**config.mk**
```make
export PLATFORM = sky130hd
export DESIGN_NAME = pds_target
export DESIGN_NICKNAME = d
export VERILOG_FILES = /design/src/rtl/pds_target.sv
export SDC_FILE = /design/constraint.sdc
export NUM_CORES = 1
export LEC_CHECK = 0
export BUFFER_PORTS_ARGS = -buffer_cell sky130_fd_sc_hd__buf_2
export CORE_ASPECT_RATIO = 2
export CORE_MARGIN = 2
export CORE_UTILIZATION = 53
export CTS_CLUSTER_SIZE = 40
export DETAILED_ROUTE_END_ITERATION = 12
export MAX_ROUTING_LAYER = met4
export PLACE_DENSITY = 0.89
export SYNTH_ARGS = -nofsm -noshare
export SYNTH_HDL_FRONTEND = slang
export SYNTH_SLANG_ARGS = --single-unit
export TNS_END_PERCENT = 5
```
**constraint.sdc**
```tcl
create_clock -name C16M -period 2.2 [get_ports C16M]
set_input_delay 0.11 -clock C16M [delete_from_list [all_inputs] [get_ports C16M]]
set_output_delay 0.11 -clock C16M [all_outputs]
set_load 0.05 [all_outputs]
```
**src/rtl/pds_target.sv**
```systemverilog
// pds_target: 68000-style PDS bus responder with a small 16-bit register bank.
// Bus strobes are synchronized to C16M; the cycle is decoded, held for a fixed
// number of wait states, then terminated with nDTACK (mapped slot) or nBERR (unmapped).
module pds_target #(
  parameter int unsigned IDX_W       = 4,
  parameter int unsigned NREG        = 8,
  parameter int unsigned WAIT_STATES = 2,
  parameter logic [15:0] ID_VALUE    = 16'h5345
) (
  input  logic              C16M,
  input  logic              nRES,
  input  logic              nCS,
  input  logic              nAS,
  input  logic              nUDS,
  input  logic              nLDS,
  input  logic              RnW,
  input  logic [IDX_W-1:0]  A,
  input  logic [15:0]       Din,
  output logic [15:0]       Dout,
  output logic              nDoutOE,
  output logic              nDTACK,
  output logic              nBERR,
  output logic [NREG*16-1:0] REGS
);

  localparam int unsigned CW = (WAIT_STATES > 0) ? $clog2(WAIT_STATES + 1) : 1;
  localparam logic [IDX_W:0] NREG_L = (IDX_W+1)'(NREG);

  typedef enum logic [1:0] {
    ST_IDLE,
    ST_DECODE,
    ST_WAIT,
    ST_ACK
  } state_t;

  state_t          state, state_nx;
  logic [4:0]      sync1, sync2;
  logic [CW-1:0]   cnt;
  logic            hit_q;
  logic [15:0]     regs [NREG];
  logic [15:0]     rd_word;
  logic            as, cs, uds, lds, rnw;
  logic            hit_now;
  logic            enter_ack;
  logic            ack_hit;

  assign as  = ~sync2[4];
  assign cs  = ~sync2[3];
  assign uds = ~sync2[2];
  assign lds = ~sync2[1];
  assign rnw =  sync2[0];

  assign hit_now   = ({1'b0, A} < NREG_L);
  assign enter_ack = (state_nx == ST_ACK) && (state != ST_ACK);
  // With zero wait states ACK is entered straight from DECODE, before hit_q is valid.
  assign ack_hit   = (state == ST_DECODE) ? hit_now : hit_q;

  // Two-flop synchronizer for the asynchronous bus strobes (reset to inactive).
  always_ff @(posedge C16M or negedge nRES) begin
    if (!nRES) begin
      sync1 <= '1;
      sync2 <= '1;
    end else begin
      sync1 <= {nAS, nCS, nUDS, nLDS, RnW};
      sync2 <= sync1;
    end
  end

  // Cycle state register.
  always_ff @(posedge C16M or negedge nRES) begin
    if (!nRES) state <= ST_IDLE;
    else       state <= state_nx;
  end

  // Next-state logic; AS negating before ACK aborts the cycle.
  always_comb begin
    state_nx = state;
    case (state)
      ST_IDLE:   if (as && cs && (uds || lds)) state_nx = ST_DECODE;
      ST_DECODE: begin
        if (!as)                   state_nx = ST_IDLE;
        else if (WAIT_STATES == 0) state_nx = ST_ACK;
        else                       state_nx = ST_WAIT;
      end
      ST_WAIT: begin
        if (!as)                   state_nx = ST_IDLE;
        else if (cnt == CW'(1))    state_nx = ST_ACK;
      end
      ST_ACK:    if (!as) state_nx = ST_IDLE;
      default:   state_nx = ST_IDLE;
    endcase
  end

  // Read mux: slot 0 is the fixed ID word.
  always_comb begin
    rd_word = ID_VALUE;
    for (int unsigned k = 1; k < NREG; k++)
      if (A == IDX_W'(k)) rd_word = regs[k];
  end

  // Register bank, read data, wait counter and bus termination outputs.
  always_ff @(posedge C16M or negedge nRES) begin
    if (!nRES) begin
      for (int unsigned k = 0; k < NREG; k++) regs[k] <= '0;
      Dout    <= '0;
      nDoutOE <= 1'b1;
      nDTACK  <= 1'b1;
      nBERR   <= 1'b1;
      cnt     <= '0;
      hit_q   <= 1'b0;
    end else begin
      case (state)
        ST_DECODE: begin
          if (as) begin
            hit_q <= hit_now;
            cnt   <= CW'(WAIT_STATES);
            if (!rnw && hit_now && (A != '0)) begin
              for (int unsigned k = 1; k < NREG; k++) begin
                if (A == IDX_W'(k)) begin
                  if (uds) regs[k][15:8] <= Din[15:8];
                  if (lds) regs[k][7:0]  <= Din[7:0];
                end
              end
            end
            if (rnw && hit_now) begin
              Dout    <= rd_word;
              nDoutOE <= 1'b0;
            end
          end
        end
        ST_WAIT: begin
          if (!as) nDoutOE <= 1'b1;
          else     cnt <= cnt - CW'(1);
        end
        ST_ACK: begin
          if (!as) begin
            nDTACK  <= 1'b1;
            nBERR   <= 1'b1;
            nDoutOE <= 1'b1;
          end
        end
        default: ;
      endcase
      if (enter_ack) begin
        if (ack_hit) nDTACK <= 1'b0;
        else         nBERR  <= 1'b0;
      end
    end
  end

  // Flattened register view for local logic; slot 0 reflects the ID word.
  always_comb begin
    REGS = '0;
    REGS[15:0] = ID_VALUE;
    for (int unsigned k = 1; k < NREG; k++) REGS[16*k +: 16] = regs[k];
  end

endmodule

```
==> flow_summary.ini, run 1 <==
[cts]
path_clk_slew_ps = 70
cts_max_path_buffers = 2
cts_root_buf = clkbuf_16
clock_latency_ps = 430
cts.sinks = 146
post_cts_buffers = 0
ctsResizeCount = 0
cts_max_level = 4
cts_made_buffers = 17
cts_tree = done

[critical_path]
rr_worst_depth = 4
required_ps = 2500
cp_num_buf_inv = 0
worst-setup-path-type = flip-flop to flip-flop
ff2ff_setup_slack_ps = 110
rr_endpoint = REGS[28]
path_max_fanout = 11
arrival_ps = 2390
max_stage_delay_ps = 430
crit_slowest_cell = or3_4
cp_cell_sequence = or3_4 -> nor3_2 -> nand4_2 -> mux2_2
r2r-start = sync2[4]
cp-start-kind = flip-flop
crit_family = simple AND/OR/NAND/NOR gates
worstSetupEndpointType = flip-flop

[detailed_routing]
firstDrtPassIters = 5
drt_wl_total_mm = 19.7
vias = 5384
drc = 0
first_iter_violations = 437
ant_nets = 0
viasPerCell = 6.08
avgRoutedWirePerCell_um = 22.3

[placement]
gp_congestion = 0.905
dp_slack_ps = 177
io_buffers = 157
dpl.hpwl_mm = 13.9

[timing]
timing_hold_violations_final = 0
worst_slack_ps = 106
relSlewSlack = 0.585
setup_viol = 0
grt_setup_unrepaired = yes
fin_crit_ps = 2090
max_freq_mhz = 477
worst_pin_slew_ps = 621
fin_crit_sh = 0.952
skew_ps = 10.3
finalMaxSlewViolations = 0
hold_slack_ps = 9.15

[min_path]
min_from = Din[3]
whs_path_depth = 2
worstHoldPathType = input pin to flip-flop
min_to = REGS[19]

[logic_synthesis]
yosysTopAreaCell = dfrtp_1
synth_area_um2 = 6850
synth.avg_cell_area_um2 = 12.4
synth_commonest_cells = dfrtp_1 (133), mux2_2 (119), o21ai_0 (36), clkbuf_1 (30), nand2_1 (21)
synth_top_cell_area_share = 0.486
ys_async_sr_fraction = 1.00
synth_area_leaders = dfrtp_1 (49%), mux2_2 (20%), dfstp_2 (5.0%), o21ai_0 (2.6%), buf_4 (1.9%)
ys_seq_area_frac = 0.536
synth_ff_type = dfrtp_1
synth_edf_count = 0
yosysMostFrequentCell = dfrtp_1
synth_cells = 553
yosys_warnings = 0
synth_seq_cells = 146
yosysUniqueCellTypes = 45

[die]
chipHeight_um = 165
start_util = 0.543
fp-row-count = 58
die_area_um2 = 13900
num_io_pins = 174
die_w_um = 84.4
core-area_um2 = 12600

[grt]
antenna_found_initial = 0
grt_pass1_vias = 5499
grt_pass1_wl_mm = 30.1
grt_max_degree = 65
grt_use_total = 0.293
grt-ovfl-total = 0

[final_layout]
areaGrowthSynthToFinish_pct = 24.1
diodes = 0
drive_above_1_share = 0.484
nets = 750

[outcome]
status = complete, no violations

[pwr]
power_density_nw_per_um2 = 877
power_mw = 7.45
vdd_drop_max_mv = 0.943
p_leak_nw = 4.47

[job]
drv_cap = 0
[metal layers]
layer | up-vias | track usage | wire length, µm
met5 | - | - | 0
met2 | 285 | 0.522 | 10800
li1 | 2327 | - | -
met3 | 68 | 0.0690 | 1340
met1 | 2704 | 0.299 | 6710
met4 | 0 | 0.146 | 886
[area by class of cell]
cell class              instances  area (µm²)
fillers                       941        4130
flip-flops and latches        146        3670
multi-input cells             370        2970
repair buffers                184        1050
clock buffers                  18         429
well taps                     150         188
clock inverters                14         179
inverters                       3        11.3
[cells in the final DEF (no fill, tap or decap), types with 4 or more instances in the layout]
cell type / synthesis / final
nor2b_1: 6 / 6
mux2_2: 119 / 119
clkbuf_16: 0 / 17
a21boi_0: 13 / 13
buf_4: 17 / 16
nand4bb_1: 5 / 5
nand2_1: 21 / 21
nor2_1: 18 / 18
o21ai_0: 36 / 36
nor3_1: 6 / 6
a31oi_1: 6 / 6
dfrtp_1: 133 / 133
buf_2: 0 / 156
inv_6: 0 / 4
mux2i_1: 12 / 12
a21oi_1: 19 / 19
dfstp_2: 13 / 13
nor3b_1: 13 / 13
a211oi_1: 13 / 13
a2111oi_0: 7 / 7
nand3b_1: 7 / 7
conb_1: 2 / 16
nand2_4: 4 / 4
dlygate4sd3_1: 0 / 8
nand2_2: 4 / 4
nand2b_1: 10 / 10
[cell families after synthesis]
logic type	count (synthesis)	synth area share
other cells	2	0.00110
simple gates	111	0.105
buf+inv	51	0.0384
compound gates	108	0.0999
fa+ha+maj	1	0.00183
mux	134	0.218
flops	146	0.536
[worst reg2reg max path, stage by stage (launching register included)]
cell and delay (ps):
dfstp_2 420, or3_4 430, nor3_2 360, nand4_2 360, mux2_2 400
[stage by stage]
step | TNS, ps | cells | utilization | area, µm²
global route | -25.5 | 885 | 0.673 | 8500
finish | 0 | 885 | 0.673 | 8500
floorplan | 0 | 567 | - | 6900
global placement | 0 | 845 | 0.619 | 7810
CTS | 0 | 885 | 0.673 | 8500
detailed placement | 0 | 845 | 0.619 | 7810
[how the worst max path moves through the flow]
stage | startpoint | endpoint | slack (ps) | cells past startpoint
detailed placement | sync2[4] | REGS[90] | 180 | 4
global placement | sync2[4] | REGS[90] | 220 | 4
floorplan | sync2[4] | REGS[100] | 360 | 4
finish | sync2[4] | REGS[28] | 110 | 4
CTS | sync2[4] | REGS[28] | 120 | 4
global route | sync2[4] | REGS[90] | -10 | 4
[report_power, final]
part	internal, mW	switching (mW)
clock	1.80	1.18
sequential	2.90	0.142
combinational	0.363	1.07
[repair_timing]
item                                   4_1_cts  5_1_grt
hold buffers                                 8        0
setup endpoints to repair                    0        3
endpoints found under the hold margin       63        0
[state kept, by name, summed over array words and instances (netlist names)]
register / count
REGS: 112
nBERR: 1
sync1: 5
nDTACK: 1
sync2: 5
Dout: 16
hit_q: 1
nDoutOE: 1
state: 2
cnt: 2
Power figures use the tool's default switching activity.
==> inputs of run 2 (changes only) <==
CORE_ASPECT_RATIO = 0.8   (was 2)
SKIP_CTS_REPAIR_TIMING = 1   (was not set)
clock period = 2 ns   (was 2.2 ns; I/O delays follow)
==> run 2 against run 1 <==
Sequential power is 10% higher; worst hold slack worse by 5.4 ps; first-iteration DRC count is 3.7% lower; maximum frequency is 5.7% higher; combinational power is 9.8% higher; critical endpoint is now REGS[43]; largest cell class unchanged.
==> flow_summary.ini, run 2 (synthesis gave the netlist of run 1 again) <==
[outcome]
status = complete, no violations

[placement]
io_buffers = 157
dpl.hpwl_mm = 13.4
dpl.cell_count = 878
gp_congestion = 0.957

[timing]
skew_ps = 6.22
grt_setup_unrepaired = yes
max_freq_mhz = 505
timing_hold_violations_final = 0
fin_crit_ps = 1980
relSlewSlack = 0.575
worst_pin_slew_ps = 622
setup_viol = 0
fin_crit_sh = 0.991
finalMaxSlewViolations = 0
fin_setup_tns_ps = 0

[pwr]
power_density_nw_per_um2 = 937
clkPwrFrac = 0.384
p_comb_frac = 0.196
p_sw_mw = 2.57
p_int_mw = 5.41
vdd_drop_max_mv = 0.584
p_leak_nw = 4.47
sw_frac_of_total = 0.322
seqPwrFrac = 0.419

[final_layout]
areaGrowthSynthToFinish_pct = 24.3
drive_above_1_share = 0.495
layout_commonest_cell = buf_2
layout.cells.non_filler = 916
largest_register_ffs = 112
finish.utilization = 0.669
diodes = 0
final_cell_mix = buf_2 (156), dfrtp_1 (133), mux2_2 (119), o21ai_0 (36), buf_4 (26)
nets = 756

[cts]
clock_latency_ps = 420
cts_max_path_buffers = 2
cts_root_buf = clkbuf_16
cts_tree = done
cts_made_buffers = 17
cts_max_level = 4
path_clk_slew_ps = 60
cts.sinks = 146

[grt]
grt_pass1_vias = 5414
grt_max_degree = 60
antenna_found_initial = 0
grt-ovfl-total = 0
grt_use_total = 0.288
grt_pass1_wl_mm = 29.8

[detailed_routing]
vias = 5344
firstDrtPassIters = 5
drc = 0
avgRoutedWirePerCell_um = 20.9
first_iter_violations = 421
viasPerCell = 5.83
ant_nets = 0
drt_wl_total_mm = 19.1

[die]
die_area_um2 = 13900
fp-row-count = 37
core-area_um2 = 12700
die_w_um = 131
start_util = 0.538
num_io_pins = 174
chipHeight_um = 106

[critical_path]
worstSetupEndpointType = flip-flop
cp-start-kind = flip-flop
arrival_ps = 2270
path_max_fanout = 8
required_ps = 2290
worst-setup-path-type = flip-flop to flip-flop

[min_path]
worstHoldPathType = input pin to flip-flop

[job]
drv_cap = 0
==> run 2: cell count changes in the layout (fill, tap and decap cells not counted), moves of 2 or more <==
cell	previous run	this run
inv_6	4	1
nor2b_2	0	2
clkinv_2	1	5
buf_4	16	26
clkinvlp_4	3	5
dlygate4sd3_1	8	6
buf_12	3	1
clkinv_4	3	1
nor2b_1	6	4
==> run 2: cell type report <==
| type | instances | area (µm²) |
|---|---|---|
| tap | 175 | 219 |
| multi-input combinational | 370 | 2980 |
| clock buffer | 18 | 429 |
| inverter | 3 | 11.3 |
| timing repair buffer | 190 | 1070 |
| sequential | 146 | 3670 |
| clock inverter | 14 | 140 |
| fill | 931 | 4220 |
==> run 2: final timing paths <==
| check | from | endpoint | slack (ps) | cells after the start |
|---|---|---|---|---|
| setup / recovery | state[1] | REGS[43] | 20 | 4 |
| hold / removal | Din[1] | REGS[81] | 4 | 2 |
| setup reg to reg | state[1] | REGS[43] | 20 | 4 |
| hold reg to reg | sync1[3] | sync2[3] | 350 | 0 |
| max in group asynchronous | nRES | REGS[67] | 1010 | 3 |
| min in group asynchronous | nRES | REGS[109] | 210 | 2 |
==> run 2: power by group through the flow <==
stage               Combinational [mW]  Clock [mW]  Sequential, mW
floorplan                        0.493           0            4.00
global placement                  1.51           0            3.38
detailed placement                1.55           0            3.40
CTS                               1.56        3.09            3.35
global route                      1.66        3.22            3.37
finish                            1.57        3.07            3.35
==> run 2: per-layer routing <==
layer  wire length (µm)  GRT usage  vias to the layer above
met4                209     0.0792                        0
met5                  0          -                        -
li1                   -          -                     2349
met3               1790     0.0890                       20
met1               7950      0.371                     2691
met2               9200      0.448                      284
==> run 2: critical path, stage by stage (launching register included) <==
cell and delay, ps:
dfrtp_1 370, or4b_2 670, nor2_1 240, nand2_2 240, mux2_2 340
==> run 2: per-stage QoR <==
stage | instance area (µm²) | power (mW) | setup WS, ps | hold slack (ps)
finish | 8510 | 7.98 | 18.2 | 3.75
global route | 8510 | 8.24 | -51.6 | 18.8
CTS | 8450 | 7.99 | 40.3 | -340
detailed placement | 7880 | 4.95 | 51.3 | 97.9
global placement | 7880 | 4.89 | 124 | 88.1
floorplan | 6900 | 4.49 | 164 | -196
==> inputs of run 3 (changes only) <==
PLACE_DENSITY = not set   (was 0.89)
PLACE_DENSITY_LB_ADDON = 0.25   (was not set)
==> run 3 against run 2 <==
The flow now finishes with violations (hold timing); global-route usage fell by 0.70 points; worst hold slack got worse by 5.7 ps; sequential power hardly changed; combinational power hardly changed; clock power is 14% higher; setup slack better by 39 ps; routed wire length decreased by 4.3%; cell area is 1.6% higher; critical path depth unchanged; non-clock buffer count increased by 4; clock-buffer cell count stayed put.
==> flow_summary.ini, run 3 (synthesis gave the netlist of run 1 again) <==
[outcome]
status = finished, violations left
violations = hold timing

[cts]
cts_root_buf = clkbuf_16
cts_max_level = 4
cts_max_path_buffers = 2
path_clk_slew_ps = 60
cts.sinks = 146
clock_latency_ps = 420
cts_made_buffers = 17
cts_tree = done

[timing]
setup_viol = 0
skew_ps = 10.8
max_freq_mhz = 515
worst_pin_slew_ps = 671
fin_crit_ps = 1940
fin_crit_sh = 0.972
hold_slack_ps = -1.99
relSlewSlack = 0.541
finalMaxSlewViolations = 0
timing_hold_violations_final = 1
fin_setup_tns_ps = 0
grt_setup_unrepaired = no

[critical_path]
cp_cell_sequence = or4b_2 -> nor2b_1 -> nand2_2 -> mux2_2
arrival_ps = 2240
max_stage_delay_ps = 640
worst-setup-path-type = flip-flop to flip-flop
required_ps = 2290
crit_family = simple AND/OR/NAND/NOR gates
crit_slowest_cell = or4b_2
rr_worst_depth = 4
cp-start-kind = flip-flop
path_max_fanout = 8
worstSetupEndpointType = flip-flop
cp_num_buf_inv = 0
critical_path_depth = 4

[placement]
io_buffers = 157
dpl.hpwl_mm = 13.0
gp_congestion = 0.871
dpl.cell_count = 881

[grt]
grt_max_degree = 59
grt_pass1_wl_mm = 29.3
antenna_found_initial = 0
grt_pass1_vias = 5274
grt_use_total = 0.281
grt-ovfl-total = 0

[final_layout]
largest_register_ffs = 112
areaGrowthSynthToFinish_pct = 26.3
layout_commonest_cell = buf_2
nets = 760
drive_above_1_share = 0.494
final_cell_mix = buf_2 (156), dfrtp_1 (133), mux2_2 (119), o21ai_0 (36), buf_4 (27)
diodes = 0
layout.cells.non_filler = 920

[detailed_routing]
ant_nets = 0
drt_wl_total_mm = 18.3
vias = 5281
viasPerCell = 5.74
avgRoutedWirePerCell_um = 19.9
first_iter_violations = 271
drc = 0
firstDrtPassIters = 4

[die]
die_w_um = 131
start_util = 0.538
die_area_um2 = 13900
fp-row-count = 37
chipHeight_um = 106
num_io_pins = 174
core-area_um2 = 12700

[pwr]
power_density_nw_per_um2 = 971
p_leak_nw = 4.53
vdd_drop_max_mv = 0.635

[min_path]
worstHoldPathType = input pin to flip-flop
whs_path_depth = 2

[job]
drv_cap = 0
-- run 3: cell count changes in the layout (fill, tap and decap cells not counted), sizes merged --
| cell | change |
|---|---|
| buf | +3 |
| clkinv | -1 |
| dlygate4sd3 | +1 |
| inv | -1 |
| clkinvlp | -1 |
| bufinv | +3 |
-- run 3: final cells by class --
type	instances	area, µm²
Sequential cell	146	3670
Inverter	3	11.3
Clock buffer	18	439
Clock inverter	14	211
Fill cell	953	4080
Tap cell	175	219
Timing Repair Buffer	194	1120
Multi-Input combinational cell	370	2980
-- run 3: metrics by stage --
step | util | power (mW) | hold slack [ps] | setup WS [ps] | instance area [µm²]
floorplan | - | 4.49 | -196 | 164 | 6900
global placement | 0.622 | 4.90 | 1.03 | 133 | 7910
detailed placement | 0.622 | 4.94 | -2.28 | 61.2 | 7910
CTS | 0.673 | 8.42 | -447 | 49.1 | 8560
global route | 0.680 | 8.69 | 10.8 | 13.3 | 8650
finish | 0.680 | 8.40 | -1.99 | 56.8 | 8650
-- run 3: worst reg2reg max path, stage by stage (launching register included) --
cell and delay (ps):
dfrtp_1 390, or4b_2 640, nor2b_1 240, nand2_2 210, mux2_2 340
-- run 3: per-layer routing --
metal  vias up  track usage  part of all wire
met2       229        0.426              0.46
met5         -            -                 0
met4         0       0.0877             0.018
met1      2673        0.379              0.45
li1       2349            -                 -
met3        30       0.0678             0.073
-- run 3: power by group --
group	total [mW]	switching, mW	internal [mW]
sequential	3.34	0.146	3.19
clock	3.49	1.25	2.24
combinational	1.58	1.17	0.402
total	8.40	2.57	5.83
-- run 3: path summary, 6_finish.rpt --
| kind | startpoint | to | slack (ps) |
|---|---|---|---|
| worst min-delay path | Din[9] | REGS[89] | -2 |
| worst max register to register | state[1] | REGS[52] | 60 |
| max in group asynchronous | nRES | REGS[18] | 1160 |
| worst max-delay path | state[1] | REGS[52] | 60 |
| worst min register to register | sync1[1] | sync2[1] | 360 |
| min in group asynchronous | nRES | REGS[95] | 120 |
